==> config.mk <==
export PLATFORM = sky130hd
export DESIGN_NAME = hht_csr_pack
export DESIGN_NICKNAME = d
export VERILOG_FILES = /design/src/rtl/hht_csr_pack.sv
export SDC_FILE = /design/constraint.sdc
export NUM_CORES = 1
export LEC_CHECK = 0
export CAP_MARGIN = 5
export CELL_PAD_IN_SITES_DETAIL_PLACEMENT = 1
export CELL_PAD_IN_SITES_GLOBAL_PLACEMENT = 1
export CORE_MARGIN = 4
export CORE_UTILIZATION = 36
export DETAILED_ROUTE_END_ITERATION = 6
export PLACE_DENSITY = 0.81
export SLEW_MARGIN = 20
export SYNTH_ARGS = -nofsm -noshare
export SYNTH_HDL_FRONTEND = slang
export SYNTH_SLANG_ARGS = --single-unit
export TNS_END_PERCENT = 20
==> constraint.sdc <==
create_clock -name Clk -period 3.2 [get_ports Clk]
set_input_delay 0.64 -clock Clk [delete_from_list [all_inputs] [get_ports Clk]]
set_output_delay 0.64 -clock Clk [all_outputs]
set_load 0.02 [all_outputs]
==> src/rtl/hht_csr_pack.sv <==
// hht_csr_pack -- streams a dense ROWS x ROW_LEN matrix (row-major) and emits
// it in CSR form: value writes (WR1/addr1/dataOut1), column-index writes
// (WR2/addr2/dataOut2) and row-pointer writes (rptr_wr/rptr_addr/rptr_data).
//
// Ports:
//   Clk, Rst                      rising-edge clock, synchronous active-high reset
//   start                         begin packing one matrix (honoured in IDLE only)
//   base_val/base_col/base_row    base addresses, latched on start
//   din_valid/din/din_ready       dense element stream, one element per handshake
//   WR1/addr1/dataOut1            value-array write (1-cycle after acceptance)
//   WR2/addr2/dataOut2            column-array write (same cycle as WR1)
//   rptr_wr/rptr_addr/rptr_data   row-pointer write
//   busy, done                    RUN indicator, one-cycle completion pulse
//   nnz_count                     nonzeros written so far; held until next start
//
// Build option: define HHT_PACK_ROWPTR_EN to produce row-pointer writes; when
// undefined the rptr_* outputs are tied to 0 and everything else is identical.
module hht_csr_pack #(
  parameter int ROW_LEN = 16,
  parameter int ROWS    = 16,
  parameter int AW      = 32
) (
  input  logic          Clk,
  input  logic          Rst,
  input  logic          start,
  input  logic [AW-1:0] base_val,
  input  logic [AW-1:0] base_col,
  input  logic [AW-1:0] base_row,
  input  logic          din_valid,
  input  logic [AW-1:0] din,
  output logic          din_ready,
  output logic          WR1,
  output logic [AW-1:0] addr1,
  output logic [AW-1:0] dataOut1,
  output logic          WR2,
  output logic [AW-1:0] addr2,
  output logic [AW-1:0] dataOut2,
  output logic          rptr_wr,
  output logic [AW-1:0] rptr_addr,
  output logic [AW-1:0] rptr_data,
  output logic          busy,
  output logic          done,
  output logic [AW-1:0] nnz_count
);

  typedef enum logic [1:0] {IDLE, RUN, DONE} state_t;
  state_t state, state_nxt;

  logic [AW-1:0] bv, bc;
  logic [AW-1:0] col, row, nnz;

  logic accept, nz, last_col, last_elem, launch;

  assign launch    = (state == IDLE) && start;
  assign accept    = (state == RUN) && din_valid;
  assign nz        = (din != '0);
  assign last_col  = (col == AW'(ROW_LEN - 1));
  assign last_elem = last_col && (row == AW'(ROWS - 1));

  assign din_ready = (state == RUN);
  assign busy      = (state == RUN);
  assign done      = (state == DONE);
  assign nnz_count = nnz;

  always_ff @(posedge Clk) begin
    if (Rst) state <= IDLE;
    else     state <= state_nxt;
  end

  always_comb begin
    state_nxt = state;
    case (state)
      IDLE:    if (start) state_nxt = RUN;
      RUN:     if (accept && last_elem) state_nxt = DONE;
      DONE:    state_nxt = IDLE;
      default: state_nxt = IDLE;
    endcase
  end

  // Value/column datapath. Strobes default low every cycle so they are
  // single-cycle pulses; addr/data only move when a write is issued.
  always_ff @(posedge Clk) begin
    if (Rst) begin
      bv       <= '0;
      bc       <= '0;
      col      <= '0;
      row      <= '0;
      nnz      <= '0;
      WR1      <= 1'b0;
      WR2      <= 1'b0;
      addr1    <= '0;
      dataOut1 <= '0;
      addr2    <= '0;
      dataOut2 <= '0;
    end else begin
      WR1 <= 1'b0;
      WR2 <= 1'b0;
      if (launch) begin
        bv  <= base_val;
        bc  <= base_col;
        col <= '0;
        row <= '0;
        nnz <= '0;
      end else if (accept) begin
        if (nz) begin
          WR1      <= 1'b1;
          WR2      <= 1'b1;
          addr1    <= bv + nnz;
          dataOut1 <= din;
          addr2    <= bc + nnz;
          dataOut2 <= col;
          nnz      <= nnz + 1'b1;
        end
        if (last_col) begin
          col <= '0;
          row <= row + 1'b1;
        end else begin
          col <= col + 1'b1;
        end
      end
    end
  end

`ifdef HHT_PACK_ROWPTR_EN
  logic [AW-1:0] br;

  // Row pointer k+1 is written as row k closes; its value must count the
  // closing element, which nnz has not absorbed yet this cycle.
  always_ff @(posedge Clk) begin
    if (Rst) begin
      br        <= '0;
      rptr_wr   <= 1'b0;
      rptr_addr <= '0;
      rptr_data <= '0;
    end else begin
      rptr_wr <= 1'b0;
      if (launch) begin
        br        <= base_row;
        rptr_wr   <= 1'b1;
        rptr_addr <= base_row;
        rptr_data <= '0;
      end else if (accept && last_col) begin
        rptr_wr   <= 1'b1;
        rptr_addr <= br + row + 1'b1;
        rptr_data <= nnz + {{(AW-1){1'b0}}, nz};
      end
    end
  end
`else
  logic unused_rptr;
  assign unused_rptr = ^base_row;
  assign rptr_wr     = 1'b0;
  assign rptr_addr   = '0;
  assign rptr_data   = '0;
`endif

endmodule

==> summary.txt, run 1 <==
Run status
  – Status: finished clean

Synthesis
  – Area of the mapped netlist: 14,200 um2
  – Area share of the largest cell type after synthesis: 40.9%
  – Multiplexer fraction of the synthesized cell area: 0.352%
  – EDFF count, synth: 0
  – Yosys Warn Count: 0
  – Synth Flop Type: dfxtp_1
  – Area leader, netlist: dfxtp_1
  – Synth top area cells: dfxtp_1 41%, nand2_1 7.9%, a21oi_1 6.1%
  – Netlist cell types: 70
  – Main combinational cell family by area after synthesis: simple AND/OR/NAND/NOR gates
  – Syn Inst Count: 1,694
  – #FFs+latches synth: 291
  – Synthesized-area fraction occupied by adder cells: under 10%
  – Xor and xnor area share after synthesis: 8.13%
  – Avg Synthesized Cell Area: between 8 and 9 um2
  – Post-synth ARST share: 0%
  – Post-Synth Simple-Gate Area: between 20% and 30%
  – Compound-Gate Fraction of Synth Area: 17.7%
  – Sequential fraction of the synthesis area: 40.9%

Route
  – Via Count: 13.2k
  – Initial DRC Count: 761
  – Drt wl/cell: 19.1 um
  – Final wirelength: 48,100 um
  – Drt first pass iters: 5
  – Vias/cell: about 5.2
  – Residual DRC count: 0
  – Routed Antenna Nets: 0

Floorplanning
  – Horiz. Die Dim: 207 um
  – Initial Util: 36.6%
  – Standard-cell row count: 72
  – Core Region: 38,800 um2
  – Die Ht: 207 um
  – IO Count: 362
  – Die ar.: 42,800 um2

Power
  – P_leak: between 7 and 8 nW
  – Worst vdd ir: between 0.2 and 0.3 mV
  – Total chip power: 8.55 mW
  – Power Dens Cells: 458 nW/um2

Clock network
  – Clk Tree Root Cell: clkbuf_16
  – CTS sink count: 291
  – Clk Latency, worst-skew pair: 540 ps
  – CTS max path bufs: 3
  – CTS clock-pin slew for the worst setup and hold paths: ~60 ps
  – CTS tree: done
  – CTS H-tree depth: 2
  – Num CTS Buffers: 35
  – Hold Buf Count CTS: 0

Timing
  – Final setup viols: 0
  – Relative slew slack: 42.7%
  – Worst slew pin tran: 857 ps
  – Worst Clk Skew: between 10 and 15 ps
  – Fin Hold WS: 451 ps
  – Setup TNS: 0 ps
  – Period utilisation layout: 96.1%
  – Fmax: approximately 0.33 GHz
  – Unrepaired setup endpoints after global routing: no
  – Fin. Hold Viols: 0
  – Final Critical Period: around 3000 ps
  – Max-slew violations: 0

Placed design
  – Hpwl dp: 35,200 um
  – Port Buffers: ~260
  – GP Congestion: 0.855
  – Placed Cells: 2,452

Setup path
  – Crit path kind: flop to flop
  – Worst Path Buf+Inv: 1
  – Reg2reg setup slack: 130 ps
  – CP Capture Type: flop
  – CP arrival: 3540 ps
  – CP top delay family: compound AO/OA/AOI/OAI gates
  – CP required: 3660 ps
  – R2r endpoint: addr2[30]
  – Worst path cell trace: ha_1 -> fa_2 -> a211oi_2 -> o21bai_1 -> o21ba_2 -> a311oi_2 -> buf_4 -> o221ai_1 -> a21oi_2 -> nor2b_1 -> or3_1 -> a31oi_1
  – Max Fanout on Critical Path: 4
  – Crit start category: flop
  – Crit-path max cell delay: 400 ps
  – Crit-path slowest cell: fa_2
  – Reg2reg start: nnz_count[0]
  – Reg2Reg Depth: 12

Global route
  – GRT Util Overall: 21.5%
  – Number of global-route vias before repair: 13.5k
  – Total grt overflow: 0
  – Initial antenna violation count: 1
  – Largest net degree at the start of global routing: approximately 140
  – First-pass GRT wire length: around 74,000 um

Hold path
  – Worst hold endpoint: addr1[5]
  – Hold Startpoint: addr1[5]
  – Hold Path Depth: 2
  – Min-delay worst type: flop to flop

Layout
  – Area Overhead vs Synth: 31.3%
  – Final nets: 2,170
  – Filler instances: 4,538
  – Final Instance Count excl. Fillers: 2,516
  – Proportion of layout cells with a drive suffix above 1: 7.41%
  – Register area: 5830 um2
  – Area occupied by multi-input gates: ~7900 um2

Job
  – MaxCap Viol Count: 0
[timing repair]
action | 4_1_cts | 5_1_grt
resized for setup | 1 | 12
setup buffers | 0 | 0
setup endpoints to repair | 1 | 6
pin swaps | 1 | 0
[cell type report]
class / count / area share (%)
antenna: 1 / 0.0134
sequential: 291 / 31.2
clock inverter: 15 / 0.764
clock buffer: 48 / 5.38
timing repair buffer: 319 / 16.7
inverter: 17 / 0.342
multi-input combinational: 1307 / 42.2
tap: 518 / 3.47
[metrics by stage]
| stage | worst slack (ps) | utilization (%) | cell area (um2) |
|---|---|---|---|
| after floorplan | 346 | - | 14500 |
| after global placement | -36.5 | 45.0 | 17500 |
| after detailed placement | -51.4 | 45.0 | 17500 |
| after CTS | 28.2 | 48.0 | 18600 |
| after global routing | 14.7 | 48.1 | 18700 |
| final | 126 | 48.1 | 18700 |
[cells in the mapped netlist (all sizes together), types with 7 or more instances]
cell type	count
inv	17
nand4	25
and4	9
dfxtp	291
nor2	148
a21o	25
clkbuf	65
nand2	299
and3	26
a21oi	176
nand3b	9
or3	18
and2	7
nor3	14
nor2b	8
ha	65
nor4	25
a31oi	8
buf	78
a22o	64
xor2	76
a211oi	23
o21ai	44
xnor2	56
nand3	43
[routing by layer]
| layer | routed length [um] | vias to the layer above | global-route usage, % |
|---|---|---|---|
| met5 | 0 | - | 0 |
| met1 | 20300 | 6409 | 27.1 |
| li1 | - | 6355 | - |
| met3 | 3210 | 74 | 4.78 |
| met4 | 1220 | 0 | 6.19 |
| met2 | 23300 | 365 | 37.1 |
[worst max path at each step]
stage / slack, ps / end / from / cells past startpoint
finish: 130 / addr2[30] / nnz_count[0] / 12
global route: 10 / addr2[30] / nnz_count[0] / 12
CTS: 30 / addr2[30] / nnz_count[0] / 12
detailed placement: -50 / nnz_count[29] / din[27] / 11
global placement: -40 / nnz_count[29] / din[27] / 11
floorplan: 350 / addr2[30] / nnz_count[0] / 11
[placed cells by master, fill, tap and decap left out, types with 8 or more instances in the layout]
cell type        instances
a21o_1                  25
a211oi_1                18
nand2_1                298
a31oi_1                  8
a22o_1                  64
or3_1                   18
nor3_1                  10
and3_1                  26
a21oi_1                172
o21ai_0                 39
and4_1                   9
inv_1                   17
xor2_1                  76
nor2_1                 146
nand3_1                 43
nor2b_1                  8
dfxtp_1                290
ha_1                    65
nand4_1                 24
xnor2_1                 56
nand3b_1                 9
conb_1                  65
buf_4                   51
nor4_1                  25
clkbuf_8                 8
clkdlybuf4s50_1        263
clkinv_2                 8
clkbuf_16               35
[worst min-delay path, stage by stage, from the launching register on]
cell     delay [ps]
dfxtp_1         300
nand2_1          50
a21oi_1          50
[where the power goes]
group          total, mW  internal, mW  switching, mW
combinational      0.807         0.327          0.479
sequential          3.77          3.71         0.0574
clock               3.97          2.37           1.60
total               8.55          6.41           2.14
[cells by family (layout without fill, tap and decap cells)]
family                     after synthesis  count (layout)
adders and majority gates               67              67
xor gates and xnor gates               132             132
muxes                                    5               5
and+or+nand+nor                        650             650
buffers and inverters                  160             399
AOI/OAI and AO/OA                      388             388
DFF                                    291             291
other                                    1              66
[flip-flops by register name, summed over array words and instances (netlist names)]
name,cells
col,32
dataOut1,32
bv,32
dataOut2,32
state,2
bc,32
row,32
nnz_count,32
WR2,1
addr1,32
addr2,32
No activity file was read; power rests on OpenSTA's default activity.
==> run 2, diff against run 1 <==
- CORE_UTILIZATION: 36 -> 33
- PLACE_DENSITY: 0.81 -> 0.78
- clock period: 3.2 -> 2.7 ns (I/O delays scaled with it)
==> run 2 against run 1 <==
Effect of this change:
- the flow now finishes with violations (setup timing)
- non-clock buffer count rose by 137
- critical path depth fell by 2
- maximum frequency rose by 11%
- design area rose by 8.3%
- hold slack got worse by 45 ps
- critical endpoint is now addr2[31]
- largest cell class unchanged
- largest power group unchanged
==> summary.txt, run 2 (synthesis results as in run 1) <==
Run status
  – Status: complete, but fails checks
  – Failing checks: setup timing

Layout
  – Most frequent cells in the layout: 296 x nand2_1, 274 x dfxtp_1, 263 x clkdlybuf4s50_1
  – Filler instances: 4,932 (+8.7%)
  – Final Cell Area: 20,200 um2 (+8.3%)
  – Final nets: 2,307 (+6.3%)
  – Area Overhead vs Synth: 42.2%
  – Proportion of layout cells with a drive suffix above 1: 16.4% (+9.0 points)
  – Most common cell after layout, fill and taps aside: nand2_1
  – Area occupied by multi-input gates: 8280 um2 (+5.1%)
  – Register area: 5850 um2 (+0.43%)

Power
  – Power Dens Cells: 504 nW/um2 (+10%)
  – P_leak: 7.95 nW (+10%)
  – Switching share of power: 25.8% (+0.75 points)
  – Net Switching: 2.63 mW (+23%)
  – Combinational group share of total power: 10.4% (+1.0 points)
  – Worst vdd ir: 0.342 mV (+21%)
  – Clk pwr share: 45.7% (-0.8 points)
  – Int Power: 7.57 mW (+18%)
  – Flop pwr share: 43.9% (-0.2 points)

Floorplanning
  – Initial Util: 33.6% (-3.0 points)
  – Die Ht: 216 um (+4.3%)
  – Core Region: 42,300 um2 (+9.0%)
  – Die ar.: 46,500 um2 (+8.7%)
  – Horiz. Die Dim: 216 um (+4.3%)
  – Standard-cell row count: 75 (+4.2%)
  – IO Count: 362 (unchanged)

Route
  – Residual DRC count: 0 (unchanged)
  – Initial DRC Count: 769 (+1.1%)
  – Drt first pass iters: 5 (unchanged)
  – Vias/cell: 5.09 (-3.0%)
  – Final wirelength: 51,400 um (+6.8%)
  – Via Count: 13.8k (+4.4%)
  – Routed Antenna Nets: 0 (unchanged)
  – Drt wl/cell: 19.0 um (-0.77%)

Timing
  – Fin Hold WS: 406 ps (-44.9 ps)
  – Unrepaired setup endpoints after global routing: yes
  – Final setup viols: 6 (+6)
  – Final Critical Period: 2770 ps (-303 ps)
  – Fmax: 0.361 GHz (+11%)
  – Worst Clk Skew: 30.5 ps (+16.1 ps)
  – Max-slew violations: 0 (unchanged)
  – Relative slew slack: 32.1% (-11 points)
  – Period utilisation layout: 103% (+6.6 points)
  – Post-route setup slack: -70.4 ps (-197 ps)
  – Worst slew pin tran: 1020 ps (+159 ps)
  – Fin. Hold Viols: 0 (unchanged)
  – Setup TNS: -217 ps (-217 ps)

Setup path
  – Reg2Reg Depth: 10 (-2)
  – CP arrival: 3190 ps (-350 ps)
  – R2r endpoint: addr2[31]
  – Worst path cell trace: ha_4 -> a211oi_4 -> o211ai_1 -> a221oi_2 -> a21oi_2 -> a221o_2 -> a21o_1 -> a211oi_2 -> xnor2_1 -> a211oi_2
  – Critical path depth in cells: 10 (-2)
  – Crit path kind: flop to flop
  – CP top delay family: compound AO/OA/AOI/OAI gates
  – Crit-path slowest cell: a221o_2
  – Setup crit start: bc[6]
  – Crit-path max cell delay: 440 ps (+40 ps)
  – CP required: 3120 ps (-540 ps)
  – Reg2reg start: bc[6]
  – Worst Setup EP: addr2[31]
  – CP Capture Type: flop
  – Worst Path Buf+Inv: 0 (-1)
  – Most frequent cell on the critical path: a211oi_2
  – Max Fanout on Critical Path: 4 (unchanged)
  – Reg2reg setup slack: -70 ps (-200 ps)
  – Crit start category: flop

Global route
  – Largest net degree at the start of global routing: 69 (-51%)
  – Total grt overflow: 0 (unchanged)
  – First-pass GRT wire length: 80,100 um (+8.5%)
  – Global route hottest layer: met2
  – GR Util met2: 36.1% (-0.95 points)
  – Global Route met3 Usage: 3.95% (-0.83 points)
  – Number of global-route vias before repair: 14.5k (+7.0%)
  – Initial antenna violation count: 1 (unchanged)
  – Met1 usage: 27.0% (-0.074 points)
  – GRT Util Overall: 21.0% (-0.46 points)

Clock network
  – Clk Tree Root Cell: clkbuf_16
  – Num CTS Buffers: 35 (unchanged)
  – CTS clock-pin slew for the worst setup and hold paths: 60 ps (about the same)
  – CTS tree: done
  – CTS max path bufs: 3 (unchanged)
  – CTS H-tree depth: 2 (unchanged)
  – Clk Latency, worst-skew pair: 560 ps (+20 ps)
  – Hold Buf Count CTS: 0 (unchanged)
  – CTS sink count: 291 (unchanged)

Placed design
  – Hpwl dp: 37,700 um (+7.0%)
  – DP Area: 18,500 um2 (+5.9%)
  – GP Congestion: 0.929 (+8.6%)
  – Port Buffers: 264 (unchanged)

Hold path
  – Min-delay worst type: primary input to flop

Job
  – MaxCap Viol Count: 0 (unchanged)
==> run 2: cell types whose count changed in the layout (fill, tap and decap cells not counted), sizes merged <==
cell      previous run  this run
buf                 56       193
clkbuf              48        44
clkinv               9        10
clkinvlp             1         3
inv                 20        18
==> run 2: worst min-delay path by stage <==
stage | start | endpoint | slack [ps] | depth (start not counted)
final | Rst | dataOut2[0] | 410 | 2
after global routing | Rst | dataOut2[26] | 390 | 2
after CTS | Rst | dataOut2[29] | 350 | 2
after detailed placement | dataOut2[0] | dataOut2[0] | 450 | 2
after global placement | addr1[9] | addr1[9] | 440 | 2
after floorplan | bc[10] | bc[10] | 450 | 1
==> run 2: metrics by stage <==
step | utilization [%] | cells | total power, mW | setup slack (ps)
floorplan | - | 1758 | 5.15 | -29.0
global placement | 43.7 | 2634 | 5.57 | -321
detailed placement | 43.7 | 2634 | 5.60 | -361
CTS | 46.9 | 2699 | 10.3 | -135
global route | 47.8 | 2709 | 10.6 | -159
finish | 47.8 | 2709 | 10.2 | -70.4
==> run 2: worst reg2reg max path: stages (launching register included) <==
cell,delay [ps]
dfxtp_4,360
ha_4,230
a211oi_4,210
o211ai_1,160
a221oi_2,340
a21oi_2,120
a221o_2,440
a21o_1,230
a211oi_2,300
xnor2_1,190
a211oi_2,90
==> run 2: routing by layer <==
| layer | wire, um | part of all wire, % |
|---|---|---|
| met5 | 0 | 0 |
| met3 | 2710 | 5.3 |
| met2 | 25000 | 49 |
| met4 | 1190 | 2.3 |
| met1 | 22500 | 44 |
==> run 2: final cells by class <==
type                       instances  share of cell area [%]
tap                              577                    3.57
inverter                          17                   0.315
antenna                            1                  0.0124
timing repair buffer             456                    20.7
clock buffer                      44                    4.69
clock inverter                    16                   0.878
multi-input combinational       1307                    40.9
sequential                       291                    28.9
==> run 2: what timing repair did <==
item / 4_1_cts / 5_1_grt
pin swaps: 32 / 40
gates resized for setup: 35 / 68
endpoints found under the setup margin: 27 / 39
buffers inserted: 5 / 9
hold endpoints to repair: 0 / 0
==> run 2: power groups by stage <==
stage / clock, mW / combinational (mW) / sequential, mW
2_1_floorplan: 0 / 0.551 / 4.60
3_3_place_gp: 0 / 1.00 / 4.57
3_5_place_dp: 0 / 1.03 / 4.57
4_1_cts: 4.80 / 1.04 / 4.48
5_1_grt: 4.97 / 1.14 / 4.49
6_report: 4.66 / 1.06 / 4.48
